===== src/rtl/seq_detector_param.sv =====
// Parameterised serial pattern detector with overlap control,
// a saturating match counter and a sticky saturation flag.
module seq_detector_param #(
  parameter int             PAT_W   = 7,
  parameter logic [PAT_W-1:0] PATTERN = 7'b0111110,
  parameter bit             OVERLAP = 1'b1,
  parameter int             CNT_W   = 8
) (
  input  logic             clk,
  input  logic             rst,
  input  logic             en,
  input  logic             i,
  input  logic             clr_cnt,
  output logic             w,
  output logic [CNT_W-1:0] match_cnt,
  output logic             cnt_sat
);

  localparam int FW = $clog2(PAT_W + 1);

  localparam logic [FW-1:0] FILL_MAX = FW'(PAT_W);
  localparam logic [FW-1:0] FILL_ARM = FW'(PAT_W - 1);

  logic [PAT_W-1:0] hist_q, hist_d;
  logic [FW-1:0]    fill_q, fill_d;
  logic             w_q, w_d;
  logic [CNT_W-1:0] cnt_q, cnt_d;
  logic             sat_q, sat_d;

  logic [PAT_W-1:0] win;
  logic             armed;
  logic             hit;
  logic             at_max;

  // Window as it will look once the incoming bit is shifted in.
  assign win    = {hist_q[PAT_W-2:0], i};
  assign armed  = fill_q >= FILL_ARM;
  assign hit    = en && armed && (win == PATTERN);
  assign at_max = &cnt_q;

  always_comb begin
    hist_d = hist_q;
    fill_d = fill_q;
    if (en) begin
      hist_d = win;
      if (hit && !OVERLAP) begin
        fill_d = '0;
      end else if (fill_q != FILL_MAX) begin
        fill_d = fill_q + FW'(1);
      end
    end
  end

  always_comb begin
    w_d = hit;
  end

  // Clear wins over increment, but a match on the clear edge counts.
  always_comb begin
    cnt_d = cnt_q;
    sat_d = sat_q;
    if (clr_cnt) begin
      cnt_d = hit ? CNT_W'(1) : '0;
      sat_d = 1'b0;
    end else if (hit) begin
      if (at_max) begin
        sat_d = 1'b1;
      end else begin
        cnt_d = cnt_q + CNT_W'(1);
      end
    end
  end

  always_ff @(posedge clk or posedge rst) begin
    if (rst) begin
      hist_q <= '0;
      fill_q <= '0;
      w_q    <= 1'b0;
      cnt_q  <= '0;
      sat_q  <= 1'b0;
    end else begin
      hist_q <= hist_d;
      fill_q <= fill_d;
      w_q    <= w_d;
      cnt_q  <= cnt_d;
      sat_q  <= sat_d;
    end
  end

  assign w         = w_q;
  assign match_cnt = cnt_q;
  assign cnt_sat   = sat_q;

endmodule


===== config.mk =====
export PLATFORM = sky130hd
export DESIGN_NAME = seq_detector_param
export DESIGN_NICKNAME = d
export VERILOG_FILES = /design/src/rtl/seq_detector_param.sv
export SDC_FILE = /design/constraint.sdc
export NUM_CORES = 1
export LEC_CHECK = 0
export BUFFER_PORTS_ARGS = -buffer_cell sky130_fd_sc_hd__buf_4
export CORE_MARGIN = 4
export CORE_UTILIZATION = 55
export DETAILED_ROUTE_END_ITERATION = 16
export HOLD_SLACK_MARGIN = 0.02
export PLACE_DENSITY = 0.78
export SLEW_MARGIN = 20
export SYNTH_ARGS = -nofsm -noshare
export SYNTH_HDL_FRONTEND = slang
export SYNTH_SLANG_ARGS = --single-unit

===== constraint.sdc =====
create_clock -name clk -period 3.45 [get_ports clk]
set_input_delay 0.1725 -clock clk [delete_from_list [all_inputs] [get_ports clk]]
set_output_delay 0.1725 -clock clk [all_outputs]
set_load 0.03 [all_outputs]

# Word-level counts from Yosys, hierarchy flattened
# Index checks and enable logic that the tools add are counted.
# totals
out_inout_bits,10
regBits,19
elab_cells,26
# classes
n_lt_le_gt_ge,1
n_mux,7
reduce_logical,8
eq_ne,3
add_sub_neg,2
# ops
operator,count
$mux 8,3
$add 8x1->8 const B,1
$reduce_and 8->1,1
$eq 7x6->1 const B,1
$reduce_and 2->1,3
$mux 1,4
$reduce_bool 2->1,2
$add 3x1->3 const B,1
$ge 3x3->1 const B,1
$ne 3x3->1 const B,1
$logic_and 1x1->1,2
$ne 2x2->1 const B,1

# Longest topological paths before layout
# Gate-level depths: netlist of run 1.
# logic_depth
depth_word,5
depth_mapped,7

# Worst setup path before layout of run 1
# No wires, ideal clock.
# synth_path
path_type,register -> register
from,register hist_q[5]
to,register cnt_q[5] (netlist: match_cnt[5])
slack_ns,1.622
t_arrival_ns,1.701
path_buffers,1
path_stages_with_launch,6
path_cell_list,dfrtp_1 nand2b_1 or4_4 buf_6 nor4_2 mux2_1
# synth_via
elab_chain_len,4
# synth_lines
element,line,text
start: declaration,24,"logic [PAT_W-1:0] hist_q, hist_d;"
start signal: assignment,82,hist_q <= hist_d;
$eq 7x6->1,38,assign hit = en && armed && (win == PATTERN);
$logic_and 1x1->1,38,
$reduce_bool 2->1 (no source line),--,
$reduce_and 2->1 (no source line),--,
end signal: assignment,85,cnt_q <= cnt_d;
end: declaration,27,"logic [CNT_W-1:0] cnt_q, cnt_d;"
# Every way passes these cells.
# A chain may end at the register's enable or synchronous reset.

# Worst setup path after layout of run 1
# layout_path
from,register hist_q[5]
to,register cnt_q[4] (netlist: match_cnt[4])
# Same word-level chain as after synthesis.

==> out/results.ini, run 1 <==
[status]
outcome=finished, final reports clean

[drt]
wl_per_cell_um=13.8
postRouteAntennaNets=0
via_count=671
drtIter0Drc=13
drc=0
finalWirelength_um=1580
first_pass_iters=4
viasPerCell=5.89

[layout]
syn_to_final_growth_pct=14.6
multi_input_area_sq_um=412
final-seq-area_sq_um=475
antenna_cells=0
drive_above_1_share_pct=28.6
fin_cells=114
nets=107
layout_common_cells=dfrtp_1, buf_4, mux2_2
num-fill-cells=122
final_common_cell=dfrtp_1

[logic_synthesis]
synth_xor_xnor_area_share_pct=0.943
yosys.area_share.simple_pct=18.6
synthAdderAreaFrac_pct=4.04
synth_top_family_by_area=simple AND/OR/NAND/NOR gates
ys_seq_area_share_pct=51.2
yosysTopAreaCell=dfrtp_1
synth.area.top_cells=dfrtp_1, mux2_2, ha_1, nor2b_1, a21oi_1
syn_nets=90
synth_cell_type_count=25
yosysWarnings=0
ys_seq_elements=19
synthCells=82
synth-compound-area-share_pct=8.63
synth_area_sq_um=928
synthMuxAreaShare_pct=12.1
synth_top_area_share_pct=51.2
avgSynthCellArea_sq_um=11.3

[timing]
relSlewSlack_pct=53.7
finalCritPeriodShare_pct=53.5
period_needed_ns=1.85
final_max_slew_viol_count=0
finalClockSkew_ns=0.00928
rsz0062_at_grt=false
max_freq_mhz=542
setup_viol=0
hold_viol=0
setup-tns-final_ns=0
worstMarginPinSlew_ns=0.694

[floorplan]
die_h_um=49.1
ioPinCount=15
rows=14
die-area_sq_mm=0.00241
die_w_um=49.1
start_util_pct=59.6
core_sq_mm=0.00156

[clock_tree]
clkLatencyLatePin_ns=0.29
cts_tree=built
cts_max_level=1
cts_max_path_buffers=2
root_buffer=clkbuf_4
clock-sinks=19
cts_buffers=3
post_cts_resized=0
clkTransAtPathRegs_ns=0.09

[setup_path]
critPathLaunchType=register
rrSetupSlack_ns=1.60
critPathKind=register to register
critPathArrivalTime_ns=2.05
crit_fanout=13
r2r_cells=4
cp.required_ns=3.66
end_kind=register

[placed_design]
portBuffers=14
place_congestion=0.814
dp_cells=109
dp_hpwl_um=1130

[power]
leakagePower_nw=0.474
ir_drop_uv=290
p_per_area_mw_per_mm2=441

[global_routing]
grt_first_pass_wirelength_um=2830
grt_max_degree=20
grt-ovfl-total=0
antenna_found_initial=0
track_usage_pct=14.9
grt_pass1_vias=631

[worst_hold_path]
holdPathStages=2
worstHoldPathType=input port to register

[run]
cap_violations=0

==> layout make-up <==
cell class	instances	area share (%)
clock buffer	4	2.47
timing repair buffer	15	10.8
inverter	4	1.41
tap	16	1.88
sequential	19	44.7
multi-input combinational	56	38.7
==> timing repair <==
| item | CTS | global route |
|---|---|---|
| endpoints found under the hold margin | 19 | 0 |
| endpoints found under the setup margin | 0 | 0 |
| buffers inserted | 0 | 0 |
| hold buffers | 1 | 0 |
==> layer usage <==
metal	routed length, um	global-route usage [%]	part of all wire [%]	vias up
li1	-	-	-	330
met1	696	17.5	44	319
met2	758	25.2	48	18
met3	90	3.67	5.7	4
met4	29	7.11	1.8	0
met5	0	0	0	-
==> registers in the layout, summed over array words and instances, names as in the netlist <==
signal and cells:
fill_q 3, match_cnt 8, w 1, cnt_sat 1
hist_q 6
==> critical path, stage by stage, from the launching register on <==
cell,delay (ns)
dfrtp_1,0.38
nand2b_1,0.14
or4_4,0.56
or4_1,0.52
a21oi_1,0.17
==> cell families after synthesis <==
family                   count (synthesis)
AND/OR/NAND/NOR                         29
flip-flops                              19
AO/OA/AOI/OAI                           13
multiplexers                            10
buffers and inverters                    7
adder cells (fa/ha/maj)                  3
XOR/XNOR                                 1
==> final timing paths <==
kind,endpoint,start
worst min register to register,hist_q[5],hist_q[5]
worst max-delay path,match_cnt[4],hist_q[5]
worst min-delay path,hist_q[0],i
max in group asynchronous,match_cnt[2],rst
min in group asynchronous,cnt_sat,rst
worst max register to register,match_cnt[4],hist_q[5]
==> synthesized netlist by cell type, drive strengths merged <==
| library cell | n |
|---|---|
| o41ai | 1 |
| o21ai | 3 |
| mux2 | 10 |
| nor3b | 1 |
| nand3 | 3 |
| o31ai | 3 |
| nand4b | 2 |
| dfrtp | 19 |
| a21oi | 5 |
| nor3 | 1 |
| inv | 4 |
| nand2b | 1 |
| xor2 | 1 |
| clkbuf | 1 |
| nor4 | 1 |
| nor2b | 5 |
| or4 | 4 |
| buf | 2 |
| ha | 3 |
| o311ai | 1 |
| nand4 | 1 |
| nor2 | 5 |
| nand2 | 5 |
==> report_power, final <==
group | internal [mW] | switching, mW
clock network | 0.0449 | 0.0619
registers | 0.257 | 0.0244
logic | 0.0473 | 0.0335
total | 0.350 | 0.120
==> per-stage QoR <==
stage	setup WS [ns]	instance area (sq um)	util (%)	hold slack (ns)	power, mW
2_1_floorplan	1.62	928	-	0.124	0.347
3_3_place_gp	1.66	1030	65.9	0.319	0.361
3_5_place_dp	1.62	1030	65.9	0.336	0.369
4_1_cts	1.61	1060	68.2	0.119	0.480
5_1_grt	1.49	1060	68.2	0.0979	0.512
6_report	1.60	1060	68.2	0.128	0.469
Note: power is estimated with default switching activity, not from simulation.
==> run 2, diff against run 1 <==
Settings changed: CORE_UTILIZATION 55 to 48, PLACE_DENSITY 0.78 to 0.72.
Clock period 3.45 ns to 1.5 ns, I/O delays scaled along.
==> run 2 against run 1 <==
- utilization increased by 7.3 points
- final cell count increased by 31%
- cell area increased by 27%
- non-clock buffer count increased by 26
- power increased to 2.8 times the previous value
- die area increased by 12%
- wire length increased by 30%
- largest power group unchanged
- the run now ends with negative setup slack left
- setup slack got worse by 1.9 ns
- flip-flop and latch count unchanged
- critical endpoint is now match_cnt[6]
- sequential share of layout area decreased by 9.2 points
==> out/results.ini, run 2 (synthesis results as in run 1) <==
[status]
outcome=complete, but fails checks
violations=negative setup slack

[setup_path]
crit_fanout=7
startpoint=hist_q[5]
r2r_end=match_cnt[6]
critPathKind=register to register
critPathLaunchType=register
r2r_cells=4
critPathArrivalTime_ns=1.98
rrSetupSlack_ns=-0.25
cp-endpoint=match_cnt[6]
end_kind=register
cp.required_ns=1.73
r2r_start=hist_q[5]

[power]
power.total_mw=1.33
leakagePower_nw=0.623
p_sw_share_pct=26.9
ir_drop_uv=975
power_switching_mw=0.358
clkPwrFrac_pct=18.8
p_seq_share_pct=48.6
internal-power_mw=0.973
p_per_area_mw_per_mm2=988
power_frac_comb_pct=32.6

[worst_hold_path]
worstHoldPathType=input port to register

[drt]
drc=0
wl_per_cell_um=13.7
viasPerCell=5.30
first_pass_iters=4
via_count=789
drtIter0Drc=31
postRouteAntennaNets=0
finalWirelength_um=2050

[timing]
whs_ns=0.197
final_max_slew_viol_count=0
period_needed_ns=1.75
rsz0062_at_grt=true
max_freq_mhz=572
fin_ws_ns=-0.250
relSlewSlack_pct=71.8
worstMarginPinSlew_ns=0.421
hold_viol=0
finalCritPeriodShare_pct=117
finalClockSkew_ns=0.00135
setup_viol=9

[clock_tree]
clock-sinks=19
root_buffer=clkbuf_4
clkTransAtPathRegs_ns=0.11
cts_buffers=3
cts_tree=built
cts_max_path_buffers=2
cts_max_level=1
clkLatencyLatePin_ns=0.29

[layout]
antenna_cells=0
num-fill-cells=123
nets=133
layout_common_cells=buf_4, dfrtp_1, mux2_2
final_common_cell=buf_4
drive_above_1_share_pct=54.0
syn_to_final_growth_pct=45.0
postLayoutCellArea_sq_mm=0.00135
largest_reg_flops=8

[global_routing]
grt_max_degree=14
use_met2_pct=30.3
grt_first_pass_wirelength_um=3470
antenna_found_initial=0
top_usage_layer=met2
grt-ovfl-total=0
met1_usage_pct=21.2
track_usage_pct=17.6
grt_pass1_vias=790
gr-usage-met3_pct=3.72

[placed_design]
place_congestion=0.844
portBuffers=14
dp_hpwl_um=1480
placed_area_sq_mm=0.00120

[floorplan]
die_h_um=52.0
die-area_sq_mm=0.00270
rows=15
start_util_pct=52.1
die_w_um=52.0
core_sq_mm=0.00178
ioPinCount=15

[run]
cap_violations=0

==> run 2: repair_timing <==
action	in CTS	in global routing
pin swaps	0	1
endpoints found under the hold margin	10	1
setup buffers	2	1
endpoints found under the setup margin	12	12
hold buffers	2	1
gates resized for setup	9	9
==> run 2: routing by layer <==
metal | share of wire, % | vias up | wire length (um)
li1 | - | 380 | -
met1 | 43 | 385 | 872
met2 | 51 | 22 | 1050
met3 | 5.2 | 2 | 106
met4 | 0.64 | 0 | 13
met5 | 0 | - | 0
==> run 2: how the worst min path moves through the flow <==
stage | depth (start not counted) | end | slack (ns) | startpoint
2_1_floorplan | 1 | cnt_sat | 0.03 | rst
3_3_place_gp | 2 | fill_q[0] | 0.06 | rst
3_5_place_dp | 2 | fill_q[1] | 0.07 | rst
4_1_cts | 2 | match_cnt[4] | 0.02 | clr_cnt
5_1_grt | 3 | hist_q[2] | 0.20 | en
6_report | 3 | hist_q[1] | 0.20 | en
==> run 2: cell type report <==
class | instances | area, sq um | share of cell area [%]
clock buffer | 3 | 22.5 | 1.67
clock inverter | 1 | 5.00 | 0.372
tap | 25 | 31.3 | 2.32
timing repair buffer | 41 | 315 | 23.4
inverter | 4 | 15.0 | 1.12
multi-input combinational | 56 | 479 | 35.6
sequential | 19 | 478 | 35.5
==> run 2: power groups by stage <==
stage	Sequential [mW]	Clock, mW	Combinational (mW)
floorplan	0.643	0	0.154
global placement	0.643	0	0.278
detailed placement	0.646	0	0.298
CTS	0.642	0.267	0.360
global route	0.658	0.289	0.487
finish	0.646	0.250	0.434
==> run 2: critical path, stage by stage, from the launching register on <==
cell      delay, ns
dfrtp_1        0.40
nand2b_4       0.13
or4_4          0.53
or4_4          0.50
a21oi_2        0.12
==> run 2: metrics by stage <==
stage | util [%] | std cells | worst slack (ns) | TNS (ns)
after floorplan | - | 82 | -0.198 | -0.709
after global placement | 67.4 | 139 | -0.183 | -1.20
after detailed placement | 67.4 | 139 | -0.231 | -1.65
after CTS | 72.5 | 147 | -0.244 | -1.47
after global routing | 75.5 | 149 | -0.280 | -2.01
final | 75.5 | 149 | -0.250 | -1.61
